===== src/rtl/operand_station.sv =====
// Operand buffer: holds up to ENTRY_COUNT operand pairs, snoops result buses for pending operands, issues READY pairs.
// Define OPERAND_STATION_AGE_ORDER_EN to issue the oldest READY entry instead of the lowest-index one.
module operand_station #(
    parameter int SIZE          = 32,
    parameter int STATION_COUNT = 2,
    parameter int BUS_COUNT     = 1,
    parameter int ENTRY_COUNT   = 4,
    localparam int STATION_INDEX_SIZE = (STATION_COUNT > 1) ? $clog2(STATION_COUNT) : 1,
    localparam int ENTRY_INDEX_SIZE   = (ENTRY_COUNT > 1) ? $clog2(ENTRY_COUNT) : 1,
    localparam int OCC_SIZE           = $clog2(ENTRY_COUNT + 1)
) (
    input  logic                                           clock,
    input  logic                                           reset,
    input  logic [BUS_COUNT-1:0]                           bus_asserted,
    input  logic [BUS_COUNT-1:0][STATION_INDEX_SIZE-1:0]   bus_source,
    input  logic [BUS_COUNT-1:0][SIZE-1:0]                 bus_value,
    input  logic                                           alloc_valid,
    output logic                                           alloc_ready,
    input  logic                                           alloc_a_pending,
    input  logic                                           alloc_b_pending,
    input  logic [STATION_INDEX_SIZE-1:0]                  alloc_a_tag,
    input  logic [STATION_INDEX_SIZE-1:0]                  alloc_b_tag,
    input  logic [SIZE-1:0]                                alloc_a_value,
    input  logic [SIZE-1:0]                                alloc_b_value,
    output logic                                           issue_valid,
    input  logic                                           issue_ready,
    output logic [SIZE-1:0]                                issue_a,
    output logic [SIZE-1:0]                                issue_b,
    output logic [ENTRY_INDEX_SIZE-1:0]                    issue_entry,
    output logic [OCC_SIZE-1:0]                            occupancy
);

    typedef enum logic [1:0] {
        ST_FREE    = 2'd0,
        ST_WAITING = 2'd1,
        ST_READY   = 2'd2
    } entry_state_e;

    entry_state_e                  state_q  [ENTRY_COUNT];
    entry_state_e                  state_d  [ENTRY_COUNT];
    logic [SIZE-1:0]               a_q      [ENTRY_COUNT];
    logic [SIZE-1:0]               a_d      [ENTRY_COUNT];
    logic [SIZE-1:0]               b_q      [ENTRY_COUNT];
    logic [SIZE-1:0]               b_d      [ENTRY_COUNT];
    logic [STATION_INDEX_SIZE-1:0] a_tag_q  [ENTRY_COUNT];
    logic [STATION_INDEX_SIZE-1:0] a_tag_d  [ENTRY_COUNT];
    logic [STATION_INDEX_SIZE-1:0] b_tag_q  [ENTRY_COUNT];
    logic [STATION_INDEX_SIZE-1:0] b_tag_d  [ENTRY_COUNT];
    logic [ENTRY_COUNT-1:0]        a_pend_q, a_pend_d, b_pend_q, b_pend_d;

    logic [ENTRY_INDEX_SIZE-1:0]   alloc_idx, sel_idx;
    logic                          sel_found, alloc_fire, issue_fire;
    logic [SIZE:0]                 alloc_a_snoop, alloc_b_snoop, snoop_a, snoop_b;

    // Returns {hit, value}; scanning from the top down lets the lowest-index bus win.
    function automatic logic [SIZE:0] snoop(
        input logic [STATION_INDEX_SIZE-1:0]                tag,
        input logic [BUS_COUNT-1:0]                         asserted,
        input logic [BUS_COUNT-1:0][STATION_INDEX_SIZE-1:0] source,
        input logic [BUS_COUNT-1:0][SIZE-1:0]               value
    );
        logic [SIZE:0] r;
        r = '0;
        for (int j = BUS_COUNT - 1; j >= 0; j--) begin
            if (asserted[j] && source[j] == tag) r = {1'b1, value[j]};
        end
        return r;
    endfunction

    assign alloc_a_snoop = snoop(alloc_a_tag, bus_asserted, bus_source, bus_value);
    assign alloc_b_snoop = snoop(alloc_b_tag, bus_asserted, bus_source, bus_value);
    assign alloc_fire    = alloc_valid && alloc_ready;
    assign issue_fire    = issue_valid && issue_ready;

`ifdef OPERAND_STATION_AGE_ORDER_EN
    // age is the entry's rank among occupied entries: 0 is oldest, ranks stay dense so they never wrap.
    logic [ENTRY_INDEX_SIZE-1:0] age_q [ENTRY_COUNT];
    logic [ENTRY_INDEX_SIZE-1:0] age_d [ENTRY_COUNT];
    logic [ENTRY_INDEX_SIZE-1:0] best_age;

    always_comb begin
        for (int i = 0; i < ENTRY_COUNT; i++) begin
            age_d[i] = age_q[i];
            if (issue_fire && state_q[i] != ST_FREE && age_q[i] > age_q[issue_entry])
                age_d[i] = age_q[i] - 1'b1;
        end
        if (alloc_fire)
            age_d[alloc_idx] = ENTRY_INDEX_SIZE'(occupancy - OCC_SIZE'(issue_fire));
    end

    always_ff @(posedge clock) begin
        for (int i = 0; i < ENTRY_COUNT; i++) age_q[i] <= reset ? '0 : age_d[i];
    end
`endif

    always_comb begin
        alloc_ready = 1'b0;
        alloc_idx   = '0;
        occupancy   = '0;
        sel_found   = 1'b0;
        sel_idx     = '0;
        for (int i = ENTRY_COUNT - 1; i >= 0; i--) begin
            if (state_q[i] == ST_FREE) begin
                alloc_ready = 1'b1;
                alloc_idx   = ENTRY_INDEX_SIZE'(i);
            end else begin
                occupancy = occupancy + OCC_SIZE'(1);
            end
        end
`ifdef OPERAND_STATION_AGE_ORDER_EN
        best_age = '0;
        for (int i = 0; i < ENTRY_COUNT; i++) begin
            if (state_q[i] == ST_READY && (!sel_found || age_q[i] < best_age)) begin
                sel_found = 1'b1;
                sel_idx   = ENTRY_INDEX_SIZE'(i);
                best_age  = age_q[i];
            end
        end
`else
        for (int i = ENTRY_COUNT - 1; i >= 0; i--) begin
            if (state_q[i] == ST_READY) begin
                sel_found = 1'b1;
                sel_idx   = ENTRY_INDEX_SIZE'(i);
            end
        end
`endif
        issue_valid = sel_found;
        issue_entry = sel_found ? sel_idx : '0;
        issue_a     = sel_found ? a_q[sel_idx] : '0;
        issue_b     = sel_found ? b_q[sel_idx] : '0;
    end

    always_comb begin
        snoop_a  = '0;
        snoop_b  = '0;
        a_pend_d = a_pend_q;
        b_pend_d = b_pend_q;
        for (int i = 0; i < ENTRY_COUNT; i++) begin
            state_d[i] = state_q[i];
            a_d[i]     = a_q[i];
            b_d[i]     = b_q[i];
            a_tag_d[i] = a_tag_q[i];
            b_tag_d[i] = b_tag_q[i];
            if (state_q[i] == ST_WAITING) begin
                snoop_a = snoop(a_tag_q[i], bus_asserted, bus_source, bus_value);
                snoop_b = snoop(b_tag_q[i], bus_asserted, bus_source, bus_value);
                if (a_pend_q[i] && snoop_a[SIZE]) begin
                    a_pend_d[i] = 1'b0;
                    a_d[i]      = snoop_a[SIZE-1:0];
                end
                if (b_pend_q[i] && snoop_b[SIZE]) begin
                    b_pend_d[i] = 1'b0;
                    b_d[i]      = snoop_b[SIZE-1:0];
                end
                if (!a_pend_d[i] && !b_pend_d[i]) state_d[i] = ST_READY;
            end
            if (issue_fire && issue_entry == ENTRY_INDEX_SIZE'(i)) state_d[i] = ST_FREE;
            if (alloc_fire && alloc_idx == ENTRY_INDEX_SIZE'(i)) begin
                a_pend_d[i] = alloc_a_pending && !alloc_a_snoop[SIZE];
                b_pend_d[i] = alloc_b_pending && !alloc_b_snoop[SIZE];
                a_tag_d[i]  = alloc_a_tag;
                b_tag_d[i]  = alloc_b_tag;
                a_d[i]      = !alloc_a_pending ? alloc_a_value
                            : (alloc_a_snoop[SIZE] ? alloc_a_snoop[SIZE-1:0] : '0);
                b_d[i]      = !alloc_b_pending ? alloc_b_value
                            : (alloc_b_snoop[SIZE] ? alloc_b_snoop[SIZE-1:0] : '0);
                state_d[i]  = (a_pend_d[i] || b_pend_d[i]) ? ST_WAITING : ST_READY;
            end
        end
    end

    always_ff @(posedge clock) begin
        if (reset) begin
            a_pend_q <= '0;
            b_pend_q <= '0;
            for (int i = 0; i < ENTRY_COUNT; i++) begin
                state_q[i] <= ST_FREE;
                a_q[i]     <= '0;
                b_q[i]     <= '0;
                a_tag_q[i] <= '0;
                b_tag_q[i] <= '0;
            end
        end else begin
            a_pend_q <= a_pend_d;
            b_pend_q <= b_pend_d;
            for (int i = 0; i < ENTRY_COUNT; i++) begin
                state_q[i] <= state_d[i];
                a_q[i]     <= a_d[i];
                b_q[i]     <= b_d[i];
                a_tag_q[i] <= a_tag_d[i];
                b_tag_q[i] <= b_tag_d[i];
            end
        end
    end

endmodule


===== config.mk =====
export PLATFORM = sky130hd
export DESIGN_NAME = operand_station
export DESIGN_NICKNAME = d
export VERILOG_FILES = /design/src/rtl/operand_station.sv
export SDC_FILE = /design/constraint.sdc
export NUM_CORES = 1
export LEC_CHECK = 0
export CAP_MARGIN = 20
export CORE_MARGIN = 2
export CORE_UTILIZATION = 45
export DETAILED_ROUTE_END_ITERATION = 8
export PLACE_DENSITY_LB_ADDON = 0.15
export REMOVE_ABC_BUFFERS = 1
export SYNTH_ARGS = -nofsm -noshare
export SYNTH_HDL_FRONTEND = slang
export SYNTH_SLANG_ARGS = --single-unit

===== constraint.sdc =====
create_clock -name clock -period 3.9 [get_ports clock]
set_input_delay 0.39 -clock clock [delete_from_list [all_inputs] [get_ports clock]]
set_output_delay 0.39 -clock clock [all_outputs]
set_load 0.02 [all_outputs]

==> flow_summary.html, run 1 <==
<table>
<tr><th>Metric</th><th>Value</th></tr>
<tr><th colspan="2">Synthesis</th></tr>
<tr><td>Mean cell area of the mapped netlist</td><td>just over 10 µm²</td></tr>
<tr><td>Area share of the leading cell type in the synthesized netlist</td><td>roughly 50%</td></tr>
<tr><td>Proportion of synthesized flip-flops having asynchronous set or reset</td><td>0%</td></tr>
<tr><td>Distinct cell type count after synthesis</td><td>slightly below 50</td></tr>
<tr><td>Cell Area, Synth</td><td>between 0.015 and 0.02 mm²</td></tr>
<tr><td>Post-synthesis cell count</td><td>around 1,500</td></tr>
<tr><td>Count of state elements after synthesis</td><td>280</td></tr>
<tr><td>XOR/XNOR Fraction of Synth Area</td><td>less than 1%</td></tr>
<tr><td>Adder-cell share of the synthesized area</td><td>0.327%</td></tr>
<tr><td>Most repeated cell in the gate-level netlist after synthesis</td><td>sky130_fd_sc_hd__nor2_1</td></tr>
<tr><td>Prevailing post-synth register cell</td><td>sky130_fd_sc_hd__edfxtp_1</td></tr>
<tr><td>Sequential fraction of the synthesis area</td><td>between 50% and 60%</td></tr>
<tr><td>Compound-cell area share of the yosys netlist</td><td>26.7%</td></tr>
<tr><td>Largest area contributor in the synthesized netlist</td><td>sky130_fd_sc_hd__edfxtp_1</td></tr>
<tr><td>Post-synth EDFFs</td><td>256</td></tr>
<tr><td>Area contributors post-synth</td><td>sky130_fd_sc_hd__edfxtp_1 50%, sky130_fd_sc_hd__a22oi_1 13%, sky130_fd_sc_hd__nor2_1 8.2%, sky130_fd_sc_hd__a32o_1 4.2%, sky130_fd_sc_hd__a221oi_1 3.8%</td></tr>
<tr><td>Synth cell count leaders</td><td>334 x sky130_fd_sc_hd__nor2_1, 257 x sky130_fd_sc_hd__a22oi_1, 256 x sky130_fd_sc_hd__edfxtp_1, 128 x sky130_fd_sc_hd__clkbuf_1, 105 x sky130_fd_sc_hd__nand2_1</td></tr>
<tr><td>Simple-gate share of the synthesized area</td><td>13.3%</td></tr>
<tr><td>Largest family of logic cells by synthesized area</td><td>compound AO/OA/AOI/OAI gates</td></tr>
<tr><td>Synth warnings</td><td>0</td></tr>
<tr><td>Portion of netlist area occupied by mux cells</td><td>less than 1%</td></tr>
<tr><th colspan="2">Critical path</th></tr>
<tr><td>Top fanout value on the critical path</td><td>39</td></tr>
<tr><td>Number of cell instances on the worst register-to-register path</td><td>7</td></tr>
<tr><td>Sort of element at the end of the critical path</td><td>output port</td></tr>
<tr><td>Class of the most critical setup path</td><td>flop to output port</td></tr>
<tr><td>Data arrival time at the worst-slack endpoint</td><td>3.30 ns</td></tr>
<tr><td>Req. time, crit path</td><td>approximately 3.5 ns</td></tr>
<tr><td>Critical path startpoint category</td><td>flop</td></tr>
<tr><th colspan="2">Layout</th></tr>
<tr><td>Core utilization of the finished layout</td><td>between 50% and 60%</td></tr>
<tr><td>Proportion of layout cells with a drive suffix above 1</td><td>7.24%</td></tr>
<tr><td>Net count of the finished layout</td><td>around 1,700</td></tr>
<tr><td>Total non-filler cell area in the finished layout</td><td>about 0.018 mm²</td></tr>
<tr><td>Number of non-filler instances in the completed layout</td><td>2,063</td></tr>
<tr><td>Antenna Cells</td><td>0</td></tr>
<tr><td>Count of fill cells added during filler insertion</td><td>2,907</td></tr>
<tr><td>P&amp;R area growth vs syn</td><td>20.2%</td></tr>
<tr><th colspan="2">Clocking</th></tr>
<tr><td>Worst-Skew Late Latency</td><td>about 0.56 ns</td></tr>
<tr><td>Post-CTS Hold Buffers</td><td>0</td></tr>
<tr><td>Number of H-tree levels</td><td>1</td></tr>
<tr><td>Clock buffer depth</td><td>3</td></tr>
<tr><td>Resized cells post-CTS</td><td>0</td></tr>
<tr><td>Number of buffers added by the clock tree synthesis step</td><td>31</td></tr>
<tr><td>Clock Sinks</td><td>280</td></tr>
<tr><td>TritonCTS clock tree</td><td>yes</td></tr>
<tr><td>Clock-pin slew reported for the worst setup and hold paths after clock tree synthesis</td><td>around 0.060 ns</td></tr>
<tr><td>Cell at the root of the clock tree</td><td>sky130_fd_sc_hd__clkbuf_16</td></tr>
<tr><td>Count of buffers added by post-CTS timing repair for setup</td><td>0</td></tr>
<tr><th colspan="2">Place</th></tr>
<tr><td>Worst-case setup slack after placement</td><td>0.808 ns</td></tr>
<tr><td>Gp weighted congestion</td><td>0.872</td></tr>
<tr><td>Area after detailed placement</td><td>roughly 0.017 mm²</td></tr>
<tr><td>Number of placed cells counting well taps</td><td>~2,000</td></tr>
<tr><td>I/O Buffers</td><td>approximately 180</td></tr>
<tr><td>Half-perimeter wire length of the detailed placement result</td><td>29,400 µm</td></tr>
<tr><th colspan="2">Global routing</th></tr>
<tr><td>Global routing usage summed across all routing layers</td><td>a little under a third</td></tr>
<tr><td>Maximum number of pins on one net before global-route repair</td><td>71</td></tr>
<tr><td>Number of global-route vias before repair</td><td>13,600</td></tr>
<tr><td>Antenna violations before repair</td><td>0</td></tr>
<tr><td>Remaining global-route overflow</td><td>0</td></tr>
<tr><td>First-pass GRT wire length</td><td>about 80,000 µm</td></tr>
<tr><th colspan="2">Hold path</th></tr>
<tr><td>WHS Path Cells</td><td>2</td></tr>
<tr><td>Hold/Removal Path Class</td><td>flop to flop</td></tr>
<tr><th colspan="2">Route</th></tr>
<tr><td>Number of design-rule violations left by the first detailed-router iteration</td><td>approximately 1,900</td></tr>
<tr><td>Remaining design rule violation count</td><td>0</td></tr>
<tr><td>Routed wire length</td><td>about 55,000 µm</td></tr>
<tr><td>DR vias/cell</td><td>roughly 6.8</td></tr>
<tr><td>Total via count after detailed routing</td><td>~14,000</td></tr>
<tr><td>Routed Antenna Nets</td><td>0</td></tr>
<tr><td>Router iterations before antenna repair</td><td>6</td></tr>
<tr><td>Wire per inst</td><td>about 26 µm</td></tr>
<tr><th colspan="2">Floorplanning</th></tr>
<tr><td>Initial core utilization</td><td>a little under half</td></tr>
<tr><td>Core Footprint</td><td>~0.034 mm²</td></tr>
<tr><td>IO Count</td><td>177</td></tr>
<tr><td>Height of the die</td><td>around 190 µm</td></tr>
<tr><td>Die Wd</td><td>189 µm</td></tr>
<tr><td>Number of placement rows</td><td>67</td></tr>
<tr><td>Total die area</td><td>roughly 0.036 mm²</td></tr>
<tr><th colspan="2">STA</th></tr>
<tr><td>Highest Clock Rate</td><td>271 MHz</td></tr>
<tr><td>Setup repair after global routing missed its margin</td><td>no</td></tr>
<tr><td>Final worst path period share</td><td>94.5%</td></tr>
<tr><td>Worst Tran Pin Value</td><td>~1 ns</td></tr>
<tr><td>Least setup slack across all paths after layout</td><td>0.213 ns</td></tr>
<tr><td>Final setup violation count</td><td>0</td></tr>
<tr><td>Final Max Tran Viols</td><td>0</td></tr>
<tr><td>Headroom to the max-slew limit</td><td>33.9%</td></tr>
<tr><td>Period minus WS final</td><td>3.69 ns</td></tr>
<tr><td>Setup TNS</td><td>0 ns</td></tr>
<tr><td>Final hold slack</td><td>about 0.47 ns</td></tr>
<tr><td>Clk_skew</td><td>0.0113 ns</td></tr>
<tr><td>Final Hold Violating Endpoints</td><td>0</td></tr>
<tr><th colspan="2">Pwr</th></tr>
<tr><td>Leakage Power</td><td>~5.8 nW</td></tr>
<tr><td>Total power</td><td>9.02 mW</td></tr>
<tr><td>Max rail drop VDD</td><td>around 340 µV</td></tr>
<tr><td>Power Density</td><td>slightly below 500 mW/mm²</td></tr>
<tr><th colspan="2">Flow run</th></tr>
<tr><td>Max capacitance violation total</td><td>0</td></tr>
<tr><th colspan="2">Outcome</th></tr>
<tr><td>Outcome</td><td>finished clean</td></tr>
</table>
## cells in the final DEF (no fill, tap or decap), types with 3 or more instances in the layout
cell type | Yosys | routed
sky130_fd_sc_hd__a2111oi_0 | 4 | 4
sky130_fd_sc_hd__a211oi_1 | 64 | 64
sky130_fd_sc_hd__a21boi_0 | 5 | 5
sky130_fd_sc_hd__a21o_1 | 7 | 7
sky130_fd_sc_hd__a21oi_1 | 21 | 21
sky130_fd_sc_hd__a221oi_1 | 66 | 66
sky130_fd_sc_hd__a22oi_1 | 257 | 257
sky130_fd_sc_hd__a32o_1 | 64 | 64
sky130_fd_sc_hd__buf_12 | 0 | 6
sky130_fd_sc_hd__buf_4 | 0 | 51
sky130_fd_sc_hd__bufinv_16 | 0 | 5
sky130_fd_sc_hd__clkbuf_1 | 128 | 9
sky130_fd_sc_hd__clkbuf_16 | 0 | 31
sky130_fd_sc_hd__clkdlybuf4s50_1 | 0 | 176
sky130_fd_sc_hd__clkinv_1 | 0 | 9
sky130_fd_sc_hd__clkinv_2 | 0 | 3
sky130_fd_sc_hd__dfxtp_1 | 24 | 24
sky130_fd_sc_hd__edfxtp_1 | 256 | 256
sky130_fd_sc_hd__ha_1 | 4 | 4
sky130_fd_sc_hd__inv_1 | 11 | 11
sky130_fd_sc_hd__nand2_1 | 105 | 105
sky130_fd_sc_hd__nand2b_1 | 15 | 15
sky130_fd_sc_hd__nand3_1 | 10 | 10
sky130_fd_sc_hd__nand4_1 | 4 | 4
sky130_fd_sc_hd__nor2_1 | 334 | 334
sky130_fd_sc_hd__nor2b_1 | 6 | 4
sky130_fd_sc_hd__nor3_4 | 1 | 3
sky130_fd_sc_hd__nor3b_2 | 0 | 4
sky130_fd_sc_hd__o21ai_0 | 4 | 4
sky130_fd_sc_hd__o311a_1 | 6 | 6
sky130_fd_sc_hd__o32ai_1 | 3 | 3
sky130_fd_sc_hd__or2_2 | 4 | 4
sky130_fd_sc_hd__or3_1 | 4 | 4
sky130_fd_sc_hd__xnor2_1 | 13 | 11
## per-layer routing
| layer | part of all wire, % | GRT usage, % | vias to the layer above |
|---|---|---|---|
| met5 | 0 | 0 | - |
| met4 | 4.6 | 14.2 | 0 |
| met3 | 11 | 5.01 | 151 |
| met2 | 46 | 47.0 | 1047 |
| met1 | 38 | 40.9 | 6776 |
| li1 | - | - | 5992 |
## area by class of cell
type | instances | area, µm² | area share, %
Sequential cell | 280 | 8170 | 44.3
Multi-Input combinational cell | 1034 | 6390 | 34.7
Timing Repair Buffer | 233 | 2260 | 12.3
Clock buffer | 40 | 810 | 4.39
Tap cell | 448 | 561 | 3.04
Clock inverter | 17 | 199 | 1.08
Inverter | 11 | 41.3 | 0.224
## where the power goes
part | leakage, nW | switching (mW) | internal [mW] | total [mW]
combinational | 2.38 | 1.61 | 0.815 | 2.42
sequential | 2.88 | 0.0812 | 3.55 | 3.63
clock | 0.489 | 1.19 | 1.78 | 2.97
## critical path: stages (launching register included)
cell and delay [ns]:
sky130_fd_sc_hd__dfxtp_1 0.50, sky130_fd_sc_hd__nor2b_4 0.10, sky130_fd_sc_hd__nor3_4 0.20, sky130_fd_sc_hd__buf_4 0.52
sky130_fd_sc_hd__a221oi_1 0.19, sky130_fd_sc_hd__a211oi_1 0.52, sky130_fd_sc_hd__clkdlybuf4s50_1 0.71
## kinds of logic after synthesis
group / Yosys count
flops: 280
fa+ha+maj: 4
buf+inv: 198
compound gates: 516
mux: 1
xor+xnor: 13
simple gates: 500
## state kept, by name, summed over array words and instances (netlist names)
signal and flops:
a_q 128, b_q 128, state_q 8, a_pend_q 4, a_tag_q 4, b_pend_q 4
b_tag_q 4
## worst paths after layout
path                                                 start                  endpoint  slack, ns
worst min-delay path               a_tag_q[1]$_SDFFE_PP0P_   a_tag_q[1]$_SDFFE_PP0P_       0.47
worst min register to register     a_tag_q[1]$_SDFFE_PP0P_   a_tag_q[1]$_SDFFE_PP0P_       0.47
worst max-delay path            state_q[0][0]$_SDFFE_PP0P_                issue_b[6]       0.21
worst max register to register  state_q[2][1]$_SDFFE_PP0P_  a_q[2][21]$_SDFFCE_PN0P_       1.32
(Power assumes the default switching activity.)
==> run 2: changes to the inputs <==
- clock period: 3.9 -> 4 ns (I/O delays scaled with it)
==> run 2 against run 1 <==
Flip-flop and latch count unchanged. Cell count about the same. Largest cell class unchanged. First-iteration DRC count down 7.8%. Critical endpoint is now issue_b[14]. Clock-buffer cell count is 3 lower. Sequential power decreased by 2%. Worst setup slack lost 0.029 ns. Global-route usage hardly changed.
==> flow_summary.html, run 2 (synthesis gave the netlist of run 1 again) <==
<table>
<tr><th>Metric</th><th>Value</th></tr>
<tr><th colspan="2">Outcome</th></tr>
<tr><td>Outcome</td><td>finished clean</td></tr>
<tr><th colspan="2">STA</th></tr>
<tr><td>Worst Tran Pin Value</td><td>1.07 ns</td></tr>
<tr><td>Final worst path period share</td><td>a little over nine tenths</td></tr>
<tr><td>Highest Clock Rate</td><td>262 MHz</td></tr>
<tr><td>Final Max Tran Viols</td><td>0</td></tr>
<tr><td>Setup repair after global routing missed its margin</td><td>no</td></tr>
<tr><td>Least setup slack across all paths after layout</td><td>0.183 ns</td></tr>
<tr><td>Headroom to the max-slew limit</td><td>between 20% and 30%</td></tr>
<tr><td>Final Hold Violating Endpoints</td><td>0</td></tr>
<tr><td>Period minus WS final</td><td>3.82 ns</td></tr>
<tr><td>Final setup violation count</td><td>0</td></tr>
<tr><td>Clk_skew</td><td>roughly 0.012 ns</td></tr>
<tr><td>Final hold slack</td><td>between 0.4 and 0.5 ns</td></tr>
<tr><th colspan="2">Layout</th></tr>
<tr><td>Total non-filler cell area in the finished layout</td><td>0.0184 mm²</td></tr>
<tr><td>Commonest non-fill, non-tap cell in the layout</td><td>sky130_fd_sc_hd__nor2_1</td></tr>
<tr><td>P&amp;R area growth vs syn</td><td>19.9%</td></tr>
<tr><td>Number of non-filler instances in the completed layout</td><td>just over 2,000</td></tr>
<tr><td>Net count of the finished layout</td><td>~1,700</td></tr>
<tr><td>Commonest cells after routing, fill and taps aside</td><td>334 x sky130_fd_sc_hd__nor2_1, 257 x sky130_fd_sc_hd__a22oi_1, 256 x sky130_fd_sc_hd__edfxtp_1, 176 x sky130_fd_sc_hd__clkdlybuf4s50_1, 105 x sky130_fd_sc_hd__nand2_1</td></tr>
<tr><td>Proportion of layout cells with a drive suffix above 1</td><td>7.68%</td></tr>
<tr><td>Antenna Cells</td><td>0</td></tr>
<tr><td>Count of fill cells added during filler insertion</td><td>~2,900</td></tr>
<tr><td>Registers with the most flip-flops</td><td>a_q (128), b_q (128), state_q (8)</td></tr>
<tr><th colspan="2">Route</th></tr>
<tr><td>Total via count after detailed routing</td><td>13,700</td></tr>
<tr><td>Routed Antenna Nets</td><td>0</td></tr>
<tr><td>Routed wire length</td><td>about 54,000 µm</td></tr>
<tr><td>Number of design-rule violations left by the first detailed-router iteration</td><td>1,769</td></tr>
<tr><td>Wire per inst</td><td>about 26 µm</td></tr>
<tr><td>Remaining design rule violation count</td><td>0</td></tr>
<tr><td>DR vias/cell</td><td>6.67</td></tr>
<tr><td>Router iterations before antenna repair</td><td>5</td></tr>
<tr><th colspan="2">Critical path</th></tr>
<tr><td>Reg-to-reg setup timing slack</td><td>~1.2 ns</td></tr>
<tr><td>Startpoint of the worst-slack reg-to-reg timing path</td><td>state_q[2][1]$_SDFFE_PP0P_</td></tr>
<tr><td>Number of cell instances on the worst register-to-register path</td><td>7</td></tr>
<tr><td>Sort of element at the end of the critical path</td><td>output port</td></tr>
<tr><td>Class of the most critical setup path</td><td>flop to output port</td></tr>
<tr><td>Data arrival time at the worst-slack endpoint</td><td>around 3.4 ns</td></tr>
<tr><td>Top fanout value on the critical path</td><td>43</td></tr>
<tr><td>Critical path startpoint category</td><td>flop</td></tr>
<tr><td>Req. time, crit path</td><td>~3.6 ns</td></tr>
<tr><td>Endpoint of the lowest-slack register-to-register path</td><td>a_q[2][22]$_SDFFCE_PN0P_</td></tr>
<tr><th colspan="2">Floorplanning</th></tr>
<tr><td>Die Wd</td><td>189 µm</td></tr>
<tr><td>Total die area</td><td>0.0356 mm²</td></tr>
<tr><td>Height of the die</td><td>189 µm</td></tr>
<tr><td>IO Count</td><td>between 150 and 200</td></tr>
<tr><td>Initial core utilization</td><td>between 40% and 50%</td></tr>
<tr><td>Core Footprint</td><td>0.0335 mm²</td></tr>
<tr><td>Number of placement rows</td><td>67</td></tr>
<tr><th colspan="2">Clocking</th></tr>
<tr><td>TritonCTS clock tree</td><td>yes</td></tr>
<tr><td>Cell at the root of the clock tree</td><td>sky130_fd_sc_hd__clkbuf_16</td></tr>
<tr><td>Post-CTS Hold Buffers</td><td>0</td></tr>
<tr><td>Clock buffer depth</td><td>3</td></tr>
<tr><td>Clock Sinks</td><td>280</td></tr>
<tr><td>Number of buffers added by the clock tree synthesis step</td><td>30</td></tr>
<tr><td>Count of buffers added by post-CTS timing repair for setup</td><td>0</td></tr>
<tr><td>Number of H-tree levels</td><td>1</td></tr>
<tr><td>Worst-Skew Late Latency</td><td>between 0.5 and 0.6 ns</td></tr>
<tr><td>Resized cells post-CTS</td><td>0</td></tr>
<tr><td>Clock-pin slew reported for the worst setup and hold paths after clock tree synthesis</td><td>about 0.06 ns</td></tr>
<tr><th colspan="2">Global routing</th></tr>
<tr><td>Global routing usage summed across all routing layers</td><td>30.0%</td></tr>
<tr><td>Number of global-route vias before repair</td><td>between 10,000 and 15,000</td></tr>
<tr><td>First-pass GRT wire length</td><td>81,700 µm</td></tr>
<tr><td>Antenna violations before repair</td><td>0</td></tr>
<tr><td>Remaining global-route overflow</td><td>0</td></tr>
<tr><td>Maximum number of pins on one net before global-route repair</td><td>slightly above 70</td></tr>
<tr><th colspan="2">Place</th></tr>
<tr><td>I/O Buffers</td><td>about 180</td></tr>
<tr><td>Half-perimeter wire length of the detailed placement result</td><td>approximately 30,000 µm</td></tr>
<tr><td>Gp weighted congestion</td><td>just over 0.9</td></tr>
<tr><td>Number of placed cells counting well taps</td><td>around 2,000</td></tr>
<tr><td>Worst-case setup slack after placement</td><td>between 0.8 and 0.9 ns</td></tr>
<tr><td>Area after detailed placement</td><td>approximately 0.017 mm²</td></tr>
<tr><th colspan="2">Hold path</th></tr>
<tr><td>Worst Min Path Start</td><td>a_tag_q[1]$_SDFFE_PP0P_</td></tr>
<tr><td>Hold/Removal Path Class</td><td>flop to flop</td></tr>
<tr><td>WHS Path Cells</td><td>2</td></tr>
<tr><td>WHS Endpoint</td><td>a_tag_q[1]$_SDFFE_PP0P_</td></tr>
<tr><th colspan="2">Pwr</th></tr>
<tr><td>Leakage Power</td><td>roughly 5.7 nW</td></tr>
<tr><td>Power Density</td><td>~470 mW/mm²</td></tr>
<tr><td>Max rail drop VDD</td><td>between 300 and 400 µV</td></tr>
<tr><th colspan="2">Flow run</th></tr>
<tr><td>Max capacitance violation total</td><td>0</td></tr>
</table>
[run 2: worst max-delay path by stage]
stage	startpoint	end	depth (start not counted)	slack [ns]
3_3_place_gp	state_q[0][1]$_SDFFE_PP0P_	issue_b[14]	6	0.93
3_5_place_dp	state_q[0][1]$_SDFFE_PP0P_	issue_b[14]	6	0.87
4_1_cts	state_q[0][1]$_SDFFE_PP0P_	issue_b[14]	6	0.27
2_1_floorplan	state_q[1][1]$_SDFFE_PP0P_	issue_valid	3	-3.16
5_1_grt	state_q[0][0]$_SDFFE_PP0P_	issue_b[14]	6	0.12
6_report	state_q[0][1]$_SDFFE_PP0P_	issue_b[14]	6	0.18
[run 2: where the power goes]
group | internal [mW] | switching (mW)
Clock | 1.63 | 1.18
Combinational | 0.789 | 1.54
Sequential | 3.46 | 0.0828
[run 2: layout make-up]
cell class / count / area (µm²) / share of cell area [%]
Tap cell: 448 / 561 / 3.05
Timing Repair Buffer: 236 / 2250 / 12.2
Clock inverter: 16 / 194 / 1.06
Sequential cell: 280 / 8170 / 44.4
Multi-Input combinational cell: 1034 / 6390 / 34.8
Inverter: 11 / 41.3 / 0.225
Clock buffer: 37 / 777 / 4.23
[run 2: critical path, cell delays in order, from the launching register on]
cell and delay (ns):
sky130_fd_sc_hd__dfxtp_1 0.47, sky130_fd_sc_hd__nor2b_4 0.25, sky130_fd_sc_hd__buf_4 0.43, sky130_fd_sc_hd__nor4_2 0.12, sky130_fd_sc_hd__buf_4 0.33, sky130_fd_sc_hd__a211oi_1 0.52, sky130_fd_sc_hd__clkdlybuf4s50_1 0.71
[run 2: metal layers]
metal | vias to the layer above | global-route usage [%] | share of wire [%] | routed length, µm
li1 | 5986 | - | - | -
met1 | 6752 | 41.3 | 39 | 21400
met2 | 897 | 48.5 | 47 | 25400
met3 | 114 | 5.10 | 11 | 5920
met4 | 0 | 9.59 | 2.9 | 1570
met5 | - | 0 | 0 | 0
[run 2: through the flow]
stage	utilization (%)	power [mW]	setup TNS, ns
detailed placement	51.9	5.90	0
CTS	54.8	8.67	0
global placement	51.9	5.87	0
finish	54.8	8.69	0
floorplan	-	4.83	-550.90
global route	54.8	8.98	0
==> run 3: changes to the inputs <==
- CORE_MARGIN: 2 -> not set
- CTS_CLUSTER_SIZE: not set -> 12
- GPL_ROUTABILITY_DRIVEN: not set -> 0
==> run 3 against run 2 <==
Global-route usage hardly changed. Register-to-register slack better by 0.05 ns. Core utilization is 0.17 points lower. First-iteration DRC count grew 5.8%. Largest cell class unchanged. Sequential power hardly changed. Flip-flop and latch count unchanged. Fmax grew 2.3%. Highest routed layer unchanged. Clock skew grew 0.012 ns. Clock power down 7.1%. Via count about the same. Clock-buffer cell count did not move.
==> flow_summary.html, run 3 (synthesis gave the netlist of run 1 again) <==
<table>
<tr><th>Metric</th><th>Value</th></tr>
<tr><th colspan="2">STA</th></tr>
<tr><td>Final setup violation count</td><td>0</td></tr>
<tr><td>Worst Tran Pin Value</td><td>approximately 1.1 ns</td></tr>
<tr><td>Final worst path period share</td><td>between 90% and 100%</td></tr>
<tr><td>Setup repair after global routing missed its margin</td><td>no</td></tr>
<tr><td>Final Hold Violating Endpoints</td><td>0</td></tr>
<tr><td>Highest Clock Rate</td><td>between 200 and 300 MHz</td></tr>
<tr><td>Final Max Tran Viols</td><td>0</td></tr>
<tr><td>Least setup slack across all paths after layout</td><td>roughly 0.27 ns</td></tr>
<tr><td>Headroom to the max-slew limit</td><td>between 20% and 30%</td></tr>
<tr><td>Clk_skew</td><td>around 0.024 ns</td></tr>
<tr><td>Period minus WS final</td><td>~3.7 ns</td></tr>
<tr><td>Setup TNS</td><td>0 ns</td></tr>
<tr><th colspan="2">Place</th></tr>
<tr><td>Half-perimeter wire length of the detailed placement result</td><td>29,900 µm</td></tr>
<tr><td>Number of placed cells counting well taps</td><td>between 2,000 and 2,500</td></tr>
<tr><td>Area after detailed placement</td><td>0.0174 mm²</td></tr>
<tr><td>I/O Buffers</td><td>between 150 and 200</td></tr>
<tr><td>Worst-case setup slack after placement</td><td>between 0.8 and 0.9 ns</td></tr>
<tr><th colspan="2">Floorplanning</th></tr>
<tr><td>Die Wd</td><td>around 190 µm</td></tr>
<tr><td>Number of placement rows</td><td>67</td></tr>
<tr><td>Core Footprint</td><td>around 0.034 mm²</td></tr>
<tr><td>Total die area</td><td>approximately 0.035 mm²</td></tr>
<tr><td>Initial core utilization</td><td>45.7%</td></tr>
<tr><td>IO Count</td><td>~180</td></tr>
<tr><td>Height of the die</td><td>roughly 190 µm</td></tr>
<tr><th colspan="2">Route</th></tr>
<tr><td>Remaining design rule violation count</td><td>0</td></tr>
<tr><td>Routed wire length</td><td>about 53,000 µm</td></tr>
<tr><td>Total met3 wirelength after detailed routing</td><td>5690 µm</td></tr>
<tr><td>Number of design-rule violations left by the first detailed-router iteration</td><td>roughly 1,900</td></tr>
<tr><td>Routed Antenna Nets</td><td>0</td></tr>
<tr><td>DR vias/cell</td><td>6.66</td></tr>
<tr><td>Post-route met1 wirelength</td><td>roughly 21,000 µm</td></tr>
<tr><td>Router iterations before antenna repair</td><td>6</td></tr>
<tr><td>Routed met2 length</td><td>23,800 µm</td></tr>
<tr><td>Uppermost layer routed</td><td>met4</td></tr>
<tr><td>Wire per inst</td><td>roughly 26 µm</td></tr>
<tr><td>Total via count after detailed routing</td><td>around 14,000</td></tr>
<tr><th colspan="2">Critical path</th></tr>
<tr><td>Critical path startpoint category</td><td>flop</td></tr>
<tr><td>Number of cell instances on the worst register-to-register path</td><td>7</td></tr>
<tr><td>Critical-path top delay cell</td><td>sky130_fd_sc_hd__clkdlybuf4s50_1</td></tr>
<tr><td>Endpoint of the lowest-slack register-to-register path</td><td>a_q[2][23]$_SDFFCE_PN0P_</td></tr>
<tr><td>Class of the most critical setup path</td><td>flop to output port</td></tr>
<tr><td>Most used cell along the critical path</td><td>sky130_fd_sc_hd__buf_4</td></tr>
<tr><td>Crit-path max cell delay</td><td>around 0.70 ns</td></tr>
<tr><td>Cell chain of the critical path</td><td>nor2b_4, buf_4, nor3_4, buf_4, a221oi_1, a211oi_1, clkdlybuf4s50_1</td></tr>
<tr><td>Startpoint of the worst-slack reg-to-reg timing path</td><td>state_q[2][1]$_SDFFE_PP0P_</td></tr>
<tr><td>Sort of element at the end of the critical path</td><td>output port</td></tr>
<tr><td>Top fanout value on the critical path</td><td>32</td></tr>
<tr><td>Reg-to-reg setup timing slack</td><td>between 1 and 1.5 ns</td></tr>
<tr><td>Req. time, crit path</td><td>between 3 and 4 ns</td></tr>
<tr><td>Data arrival time at the worst-slack endpoint</td><td>~3.3 ns</td></tr>
<tr><th colspan="2">Global routing</th></tr>
<tr><td>Global routing usage summed across all routing layers</td><td>between 30 and 40%</td></tr>
<tr><td>Maximum number of pins on one net before global-route repair</td><td>71</td></tr>
<tr><td>Number of global-route vias before repair</td><td>13,500</td></tr>
<tr><td>Antenna violations before repair</td><td>0</td></tr>
<tr><td>First-pass GRT wire length</td><td>approximately 81,000 µm</td></tr>
<tr><td>Remaining global-route overflow</td><td>0</td></tr>
<tr><th colspan="2">Clocking</th></tr>
<tr><td>Number of buffers added by the clock tree synthesis step</td><td>30</td></tr>
<tr><td>Clock-pin slew reported for the worst setup and hold paths after clock tree synthesis</td><td>0.06 ns</td></tr>
<tr><td>Resized cells post-CTS</td><td>0</td></tr>
<tr><td>Count of buffers added by post-CTS timing repair for setup</td><td>0</td></tr>
<tr><td>Worst-Skew Late Latency</td><td>between 0.5 and 0.6 ns</td></tr>
<tr><td>Clock Sinks</td><td>280</td></tr>
<tr><td>Cell at the root of the clock tree</td><td>sky130_fd_sc_hd__clkbuf_16</td></tr>
<tr><td>Number of H-tree levels</td><td>1</td></tr>
<tr><td>TritonCTS clock tree</td><td>yes</td></tr>
<tr><td>Clock buffer depth</td><td>3</td></tr>
<tr><td>Post-CTS Hold Buffers</td><td>0</td></tr>
<tr><th colspan="2">Hold path</th></tr>
<tr><td>WHS Endpoint</td><td>b_tag_q[1]$_SDFFE_PP0P_</td></tr>
<tr><td>Worst Min Path Start</td><td>b_tag_q[1]$_SDFFE_PP0P_</td></tr>
<tr><td>Hold/Removal Path Class</td><td>flop to flop</td></tr>
<tr><td>WHS Path Cells</td><td>2</td></tr>
<tr><th colspan="2">Layout</th></tr>
<tr><td>Net count of the finished layout</td><td>1,703</td></tr>
<tr><td>Total non-filler cell area in the finished layout</td><td>between 0.015 and 0.02 mm²</td></tr>
<tr><td>Antenna Cells</td><td>0</td></tr>
<tr><td>Commonest non-fill, non-tap cell in the layout</td><td>sky130_fd_sc_hd__nor2_1</td></tr>
<tr><td>Proportion of layout cells with a drive suffix above 1</td><td>7.25%</td></tr>
<tr><td>Registers with the most flip-flops</td><td>a_q (128), b_q (128), state_q (8)</td></tr>
<tr><td>Commonest cells after routing, fill and taps aside</td><td>334 x sky130_fd_sc_hd__nor2_1, 257 x sky130_fd_sc_hd__a22oi_1, 256 x sky130_fd_sc_hd__edfxtp_1, 176 x sky130_fd_sc_hd__clkdlybuf4s50_1, 105 x sky130_fd_sc_hd__nand2_1</td></tr>
<tr><td>Number of non-filler instances in the completed layout</td><td>a little over 2,000</td></tr>
<tr><td>P&amp;R area growth vs syn</td><td>19.5%</td></tr>
<tr><th colspan="2">Outcome</th></tr>
<tr><td>Outcome</td><td>finished clean</td></tr>
<tr><th colspan="2">Flow run</th></tr>
<tr><td>Max capacitance violation total</td><td>0</td></tr>
<tr><th colspan="2">Pwr</th></tr>
<tr><td>Max rail drop VDD</td><td>between 300 and 400 µV</td></tr>
<tr><td>Leakage Power</td><td>between 5 and 6 nW</td></tr>
<tr><td>Power Density</td><td>between 400 and 500 mW/mm²</td></tr>
</table>
run 3: cell count changes in the layout (fill, tap and decap cells not counted), moves of 2 or more:
cell and change:
sky130_fd_sc_hd__buf_12 +2, sky130_fd_sc_hd__clkinv_2 -2, sky130_fd_sc_hd__bufinv_16 -3, sky130_fd_sc_hd__clkinv_1 +8, sky130_fd_sc_hd__buf_4 -2
run 3: per-stage QoR:
stage	utilization, %	hold slack, ns	power, mW
floorplan	-	0.443	4.83
global placement	52.0	0.457	5.88
detailed placement	52.0	0.462	5.90
CTS	54.6	0.471	8.47
global route	54.6	0.489	8.77
finish	54.6	0.469	8.49
run 3: worst max-delay path, delay by kind of cell, from the launching register on:
| kind | cells | cell delay, ns |
|---|---|---|
| buf+inv | 3 | 1.36 |
| compound gates | 2 | 0.68 |
| simple gates | 2 | 0.26 |
| flops | 1 | 0.45 |
run 3: power breakdown:
part / switching [mW] / internal [mW] / leakage (nW) / total (mW)
Sequential: 0.0795 / 3.46 / 2.88 / 3.54
Clock: 1.15 / 1.46 / 0.436 / 2.61
Combinational: 1.54 / 0.794 / 2.40 / 2.34
run 3: cell type report:
class,count,area [µm²]
Tap cell,448,561
Timing Repair Buffer,236,2270
Multi-Input combinational cell,1034,6390
Sequential cell,280,8170
Clock buffer,37,798
Clock inverter,16,91.3
Fill cell,3011,15200
Inverter,11,41.3
run 3: metal layers:
metal	track usage, %	vias up
met5	0	-
met4	12.4	0
met3	4.33	98
met2	46.5	923
met1	42.2	6732
li1	-	5986
run 3: worst max path at each step:
stage | to | startpoint | slack (ns) | cells after the start
after floorplan | issue_valid | state_q[1][1]$_SDFFE_PP0P_ | -3.16 | 3
after global placement | issue_a[31] | state_q[1][0]$_SDFFE_PP0P_ | 0.94 | 7
after detailed placement | issue_a[31] | state_q[1][0]$_SDFFE_PP0P_ | 0.90 | 7
after CTS | issue_a[31] | state_q[1][0]$_SDFFE_PP0P_ | 0.30 | 7
after global routing | issue_b[11] | state_q[3][1]$_SDFFE_PP0P_ | 0.09 | 6
final | issue_a[27] | state_q[1][0]$_SDFFE_PP0P_ | 0.27 | 7
